## src/rtl/tmr_universal_register_4bit.sv

```systemverilog
// 4-bit universal shift register (SISO/SIPO/PISO/PIPO) with triple modular redundancy.
// Three replicas are voted bitwise, and every replica reloads from the voted state.
module tmr_universal_register_4bit #(
    parameter int WIDTH = 4
) (
    input  logic             clk,
    input  logic             rst,
    input  logic             enable,
    input  logic [1:0]       mode,
    input  logic             load,
    input  logic             serial_in,
    input  logic [WIDTH-1:0] parallel_in,
    output logic             serial_out,
    output logic [WIDTH-1:0] parallel_out
);

    typedef enum logic [1:0] {
        MODE_SISO = 2'b00,
        MODE_SIPO = 2'b01,
        MODE_PISO = 2'b10,
        MODE_PIPO = 2'b11
    } mode_e;

    logic [WIDTH-1:0] r0, r1, r2;
    logic [WIDTH-1:0] v;
    logic [WIDTH-1:0] nxt;
    mode_e            mode_q;

    assign mode_q = mode_e'(mode);

    // Bitwise 2-of-3 vote; a single bad replica can never reach the outputs.
    assign v = (r0 & r1) | (r1 & r2) | (r0 & r2);

    assign parallel_out = v;
    assign serial_out   = v[WIDTH-1];

    always_comb begin
        nxt = v;
        if (enable) begin
            unique case (mode_q)
                MODE_SISO,
                MODE_SIPO: nxt = {v[WIDTH-2:0], serial_in};
                MODE_PISO: nxt = load ? parallel_in : {v[WIDTH-2:0], 1'b0};
                MODE_PIPO: nxt = load ? parallel_in : v;
                default:   nxt = v;
            endcase
        end
    end

    // Every replica loads the same value derived from the vote, so an upset replica
    // is scrubbed on the very next edge, even while the register is holding.
    always_ff @(posedge clk) begin
        if (rst) begin
            r0 <= '0;
            r1 <= '0;
            r2 <= '0;
        end else begin
            r0 <= nxt;
            r1 <= nxt;
            r2 <= nxt;
        end
    end

endmodule

```

## config.mk

```make
export PLATFORM = sky130hd
export DESIGN_NAME = tmr_universal_register_4bit
export DESIGN_NICKNAME = d
export VERILOG_FILES = /design/src/rtl/tmr_universal_register_4bit.sv
export SDC_FILE = /design/constraint.sdc
export NUM_CORES = 1
export LEC_CHECK = 0
export ABC_AREA = 1
export CAP_MARGIN = 0
export CELL_PAD_IN_SITES_DETAIL_PLACEMENT = 2
export CELL_PAD_IN_SITES_GLOBAL_PLACEMENT = 2
export CORE_AREA = 2 2 39 41
export CTS_CLUSTER_SIZE = 40
export DETAILED_ROUTE_END_ITERATION = 7
export DIE_AREA = 0 0 41 43
export DONT_BUFFER_PORTS = 1
export GPL_TIMING_DRIVEN = 0
export PLACE_DENSITY_LB_ADDON = 0.1
export SETUP_SLACK_MARGIN = 0.2
export SLEW_MARGIN = 30
export SYNTH_ARGS = -nofsm -noshare
export SYNTH_HDL_FRONTEND = slang
export SYNTH_SLANG_ARGS = --single-unit
```

## constraint.sdc

```tcl
create_clock -name clk -period 1.4 [get_ports clk]
set_clock_uncertainty 0.05 [all_clocks]
set_input_delay 0.21 -clock clk [delete_from_list [all_inputs] [get_ports clk]]
set_output_delay 0.21 -clock clk [all_outputs]
set_load 0.005 [all_outputs]
```

### Word-level counts from Yosys, hierarchy flattened

Cells that the tools add are included.

| storage, ports and cells | value |
|---|---|
| bits in registers | 4 |
| logic and storage cells | 13 |

| operators by class | value |
|---|---|
| equality and inequality tests | 3 |
| muxes and demuxes | 4 |
| bitwise gates (word level) | 3 |
| reductions and logical operators | 2 |

Operators with widths:

| operator | count |
|---|---|
| $mux 4 | 3 |
| $pmux 4 s3 | 1 |
| $or 4x4->4 | 2 |
| $and 4x4->4 | 1 |
| $eq 2x2->1 const B | 2 |
| $eq 2x1->1 const B | 1 |
| $logic_not 2->1 | 1 |
| $reduce_or 2->1 | 1 |

### Longest topological paths before layout

| logic depth | value |
|---|---|
| depth in word-level cells | 6 |
| mapped depth | 7 |
| mapped depth without buffers | 7 |

### Worst setup path after synthesis

No wires, ideal clock.

| timing | value |
|---|---|
| path type | register to register |
| start point | register r2[0] |
| end point | register r2[1] |
| arrival | 734 ps |
| required time | 1294 ps |
| path slack | 560 ps |
| cell stages (with the launch flop) | 7 |
| clock period less this slack | 840 ps |
| path through | dfxtp_1 inv_1 o21ai_0 nand2_1 nand3_1 nand2_1 inv_1 |

| between the ends | value |
|---|---|
| cells in the longest elaborated chain, start to end | 6 |

Ends and longest elaborated chain:

| what | line | source |
|---|---|---|
| from (decl) | 24 | `logic [WIDTH-1:0] r0, r1, r2;` |
| from (signal assigned) | 60 | `r2 <= nxt;` |
| $and 4x4->4 * | 32 | `assign v = (r0 & r1) \| (r1 & r2) \| (r0 & r2);` |
| $or 4x4->4 | 32 |  |
| $or 4x4->4 * | 32 |  |
| $mux 4 | 43 | `MODE_PISO: nxt = load ? parallel_in : {v[WIDTH-2:0], 1'b0};` |
| $pmux 4 s3 * | 40 | `unique case (mode_q)` |
| $mux 4 * | 39 | `if (enable) begin` |

Mark *: on every way between the ends. The rest lies on a longest branch, timed or not.
A chain may end at the register's enable or synchronous reset.

### Final worst setup path

| timing | value |
|---|---|
| start point | register r2[3] |
| end point | output port parallel_out[3] |

| between the ends | value |
|---|---|
| cells in the longest elaborated chain, start to end | 3 |

Ends and longest elaborated chain:

| what | line | source |
|---|---|---|
| $and 4x4->4 * | 32 |  |
| $or 4x4->4 | 32 |  |
| $or 4x4->4 * | 32 |  |
| to (decl) | 14 | `output logic [WIDTH-1:0] parallel_out` |

Marked as above.

==> impl_metrics.yaml <==
routing:
  drtIter0Drc: 1
  drt-wirelength-per-cell_um: 13.4
  first_pass_iters: 2
  vias: 333
  viasPerCell: 4.90
  drc: 0
  finalWirelength_um: 913
  ant_nets: 0
setup_path:
  worst_setup_path_start_kind: "flip-flop"
  r2r_setup_slack_ns: 0.44
  path_class: "flip-flop to primary output"
  critPathArrivalTime_ns: 0.74
  path_max_fanout: 4
  critPathBufInv: 1
  r2r_cells: 6
  r2r-start: "r2[0]"
  max_stage_delay_ns: 0.37
  worstPathRequired_ns: 1.14
  slowest_stage: "dfxtp_1"
  critPathLaunch: "r2[3]"
  worst_setup_path_end_kind: "primary output"
  path_delay_family: "flip-flops"
  r2r-end: "r2[1]"
  path_cells: "buf_4"
finish:
  drive_above_1_share_pct: 11.5
  layout-area-overhead-vs-synth_pct: 18.7
  diodes: 0
  largest_reg_flops: 4
  postLayoutCoreUtil_pct: 24.1
  layout.cells.non_filler: 68
  regMostFlops: "r2"
  fin_nets: 65
  top_regs: "r2: 4 flops"
placed_design:
  dp_cells: 64
  post-dp-hpwl_um: 762
  port_buffers: 0
  gp_congestion: 0.701
clock_network:
  clock_path_buffers: 2
  cts_buffers: 3
  htreeDepth: 1
  cts_root_buffer: "clkbuf_4"
  clkTransAtPathRegs_ns: 0.04
  cts_tree: "done"
  clk_latency_ns: 0.24
  clock-sinks: 4
  cts_resized: 0
power_and_ir_drop:
  sequentialPowerShare_pct: 39.7
  clockPowerShare_pct: 44.3
  vdd_drop_max_v: 0.000243
  combPwrFrac_pct: 16.0
  power_leakage_nw: 0.160
  power_switching_w: 0.0000921
  swShare_pct: 27.6
  p_int_w: 0.000241
  p_per_area_mw_per_mm2: 1000
run:
  drv_cap: 0
synthesis:
  synthTopCellsByArea: "dfxtp_1, nand2_1, nand3_1, a21oi_1, inv_1"
  syn_area_um2: 280
  yosys_warnings: 0
  avgSynthCellArea_um2: 5.84
  synth_top_area_cell: "dfxtp_1"
  postSynthNetCount: 59
  netlist_instances: 48
  ys_types: 12
  synth.top_cell.area_share_pct: 28.6
  ys_seq_elements: 4
  ys_seq_area_share_pct: 28.6
grt:
  grt_start_max_net_pins: 9
  grt_pass1_wl_um: 1400
  grt-ovfl-total: 0
  antenna_found_initial: 0
  grtUsageTotal_pct: 12.0
  grt_pass1_vias: 352
sta:
  finalMaxSlewViolations: 0
  setup_viol: 0
  final.period_utilization_pct: 71.5
  rsz0062_at_grt: "false"
  hold_viol: 0
  tns_ns: 0
  whs_ns: 0.0755
  max_freq_ghz: 0.999
  min_period_ns: 1.00
  slew-limit-headroom_pct: 85.1
  worstMarginPinSlew_ns: 0.223
floorplanning:
  ios: 16
  initial_utilization_pct: 20.3
  dieArea_mm2: 0.00176
  die_x_um: 41
  die_y_um: 43
  fp.coreArea_mm2: 0.00138
  rows: 14
worst_hold_path:
  hp-start: "rst"
  min_path_cells: 3
  whs_endpoint: "r2[2]"
  hold_class: "input port to flip-flop"
run_status:
  status: "finished, final reports clean"
layout make-up:
cell class              instances  area [µm²]
flip-flops and latches          4        80.1
inverters                       9        33.8
multi-input cells              34         159
repair buffers                  1        10.0
well taps                      16        20.0
clock buffers                   3        22.5
fillers                       172        1050
plain buffers                   1        7.51
per-stage QoR:
step / power [W] / instance area [µm²] / worst slack [ns]
final: 0.000333 / 333 / 0.399
after global routing: 0.000366 / 333 / 0.332
after CTS: 0.000345 / 333 / 0.380
after detailed placement: 0.000187 / 300 / 0.438
after global placement: 0.000184 / 300 / 0.465
after floorplan: 0.000174 / 280 / 0.560
how the worst max path moves through the flow:
stage	end	slack (ns)	cells after the start
after floorplan	r2[1]	0.56	6
after global placement	r2[3]	0.46	5
after detailed placement	r2[1]	0.44	6
after CTS	parallel_out[3]	0.38	1
after global routing	r2[2]	0.33	6
final	parallel_out[3]	0.40	1
metal layers:
| metal | track usage [%] | up-vias | routed length (µm) |
|---|---|---|---|
| met4 | 8.00 | 0 | 0 |
| met2 | 19.1 | 11 | 445 |
| met5 | 0 | - | 0 |
| met1 | 13.5 | 158 | 396 |
| met3 | 2.09 | 0 | 71 |
| li1 | - | 164 | - |
kinds of logic (layout without fill, tap and decap cells):
| kind of cell | Yosys count | in the layout | share of synthesized area [%] |
|---|---|---|---|
| simple gates | 22 | 22 | 32.6 |
| compound gates | 12 | 12 | 24.1 |
| buf+inv | 10 | 14 | 14.7 |
| flops | 4 | 4 | 28.6 |
synth_stat cells, drive strengths merged:
library cell	n
nand3	7
a21oi	7
o21ai	3
nor2	1
a31oi	1
inv	9
dfxtp	4
nand2	14
buf	1
o21bai	1
power groups by stage:
stage	clock network (W)	registers, W	logic [W]
floorplan	0	0.000132	0.0000417
detailed placement	0	0.000135	0.0000522
global placement	0	0.000134	0.0000495
finish	0.000148	0.000132	0.0000534
CTS	0.000157	0.000133	0.0000550
global route	0.000170	0.000134	0.0000619
placed cells by master (no fill, tap or decap):
cell type,n
nand3_1,7
nor2_1,1
nand2_1,14
a31oi_1,1
inv_2,1
clkbuf_4,3
inv_1,8
o21bai_1,1
a21oi_1,6
dlygate4sd3_1,1
buf_4,1
a21oi_2,1
dfxtp_1,4
o21ai_0,3
repair_timing:
| action | 4_1_cts | 5_1_grt |
|---|---|---|
| setup endpoints to repair | 0 | 0 |
| hold buffers | 1 | 0 |
| setup buffers | 0 | 0 |
| endpoints found under the hold margin | 1 | 0 |
(Power assumes the default switching activity.)
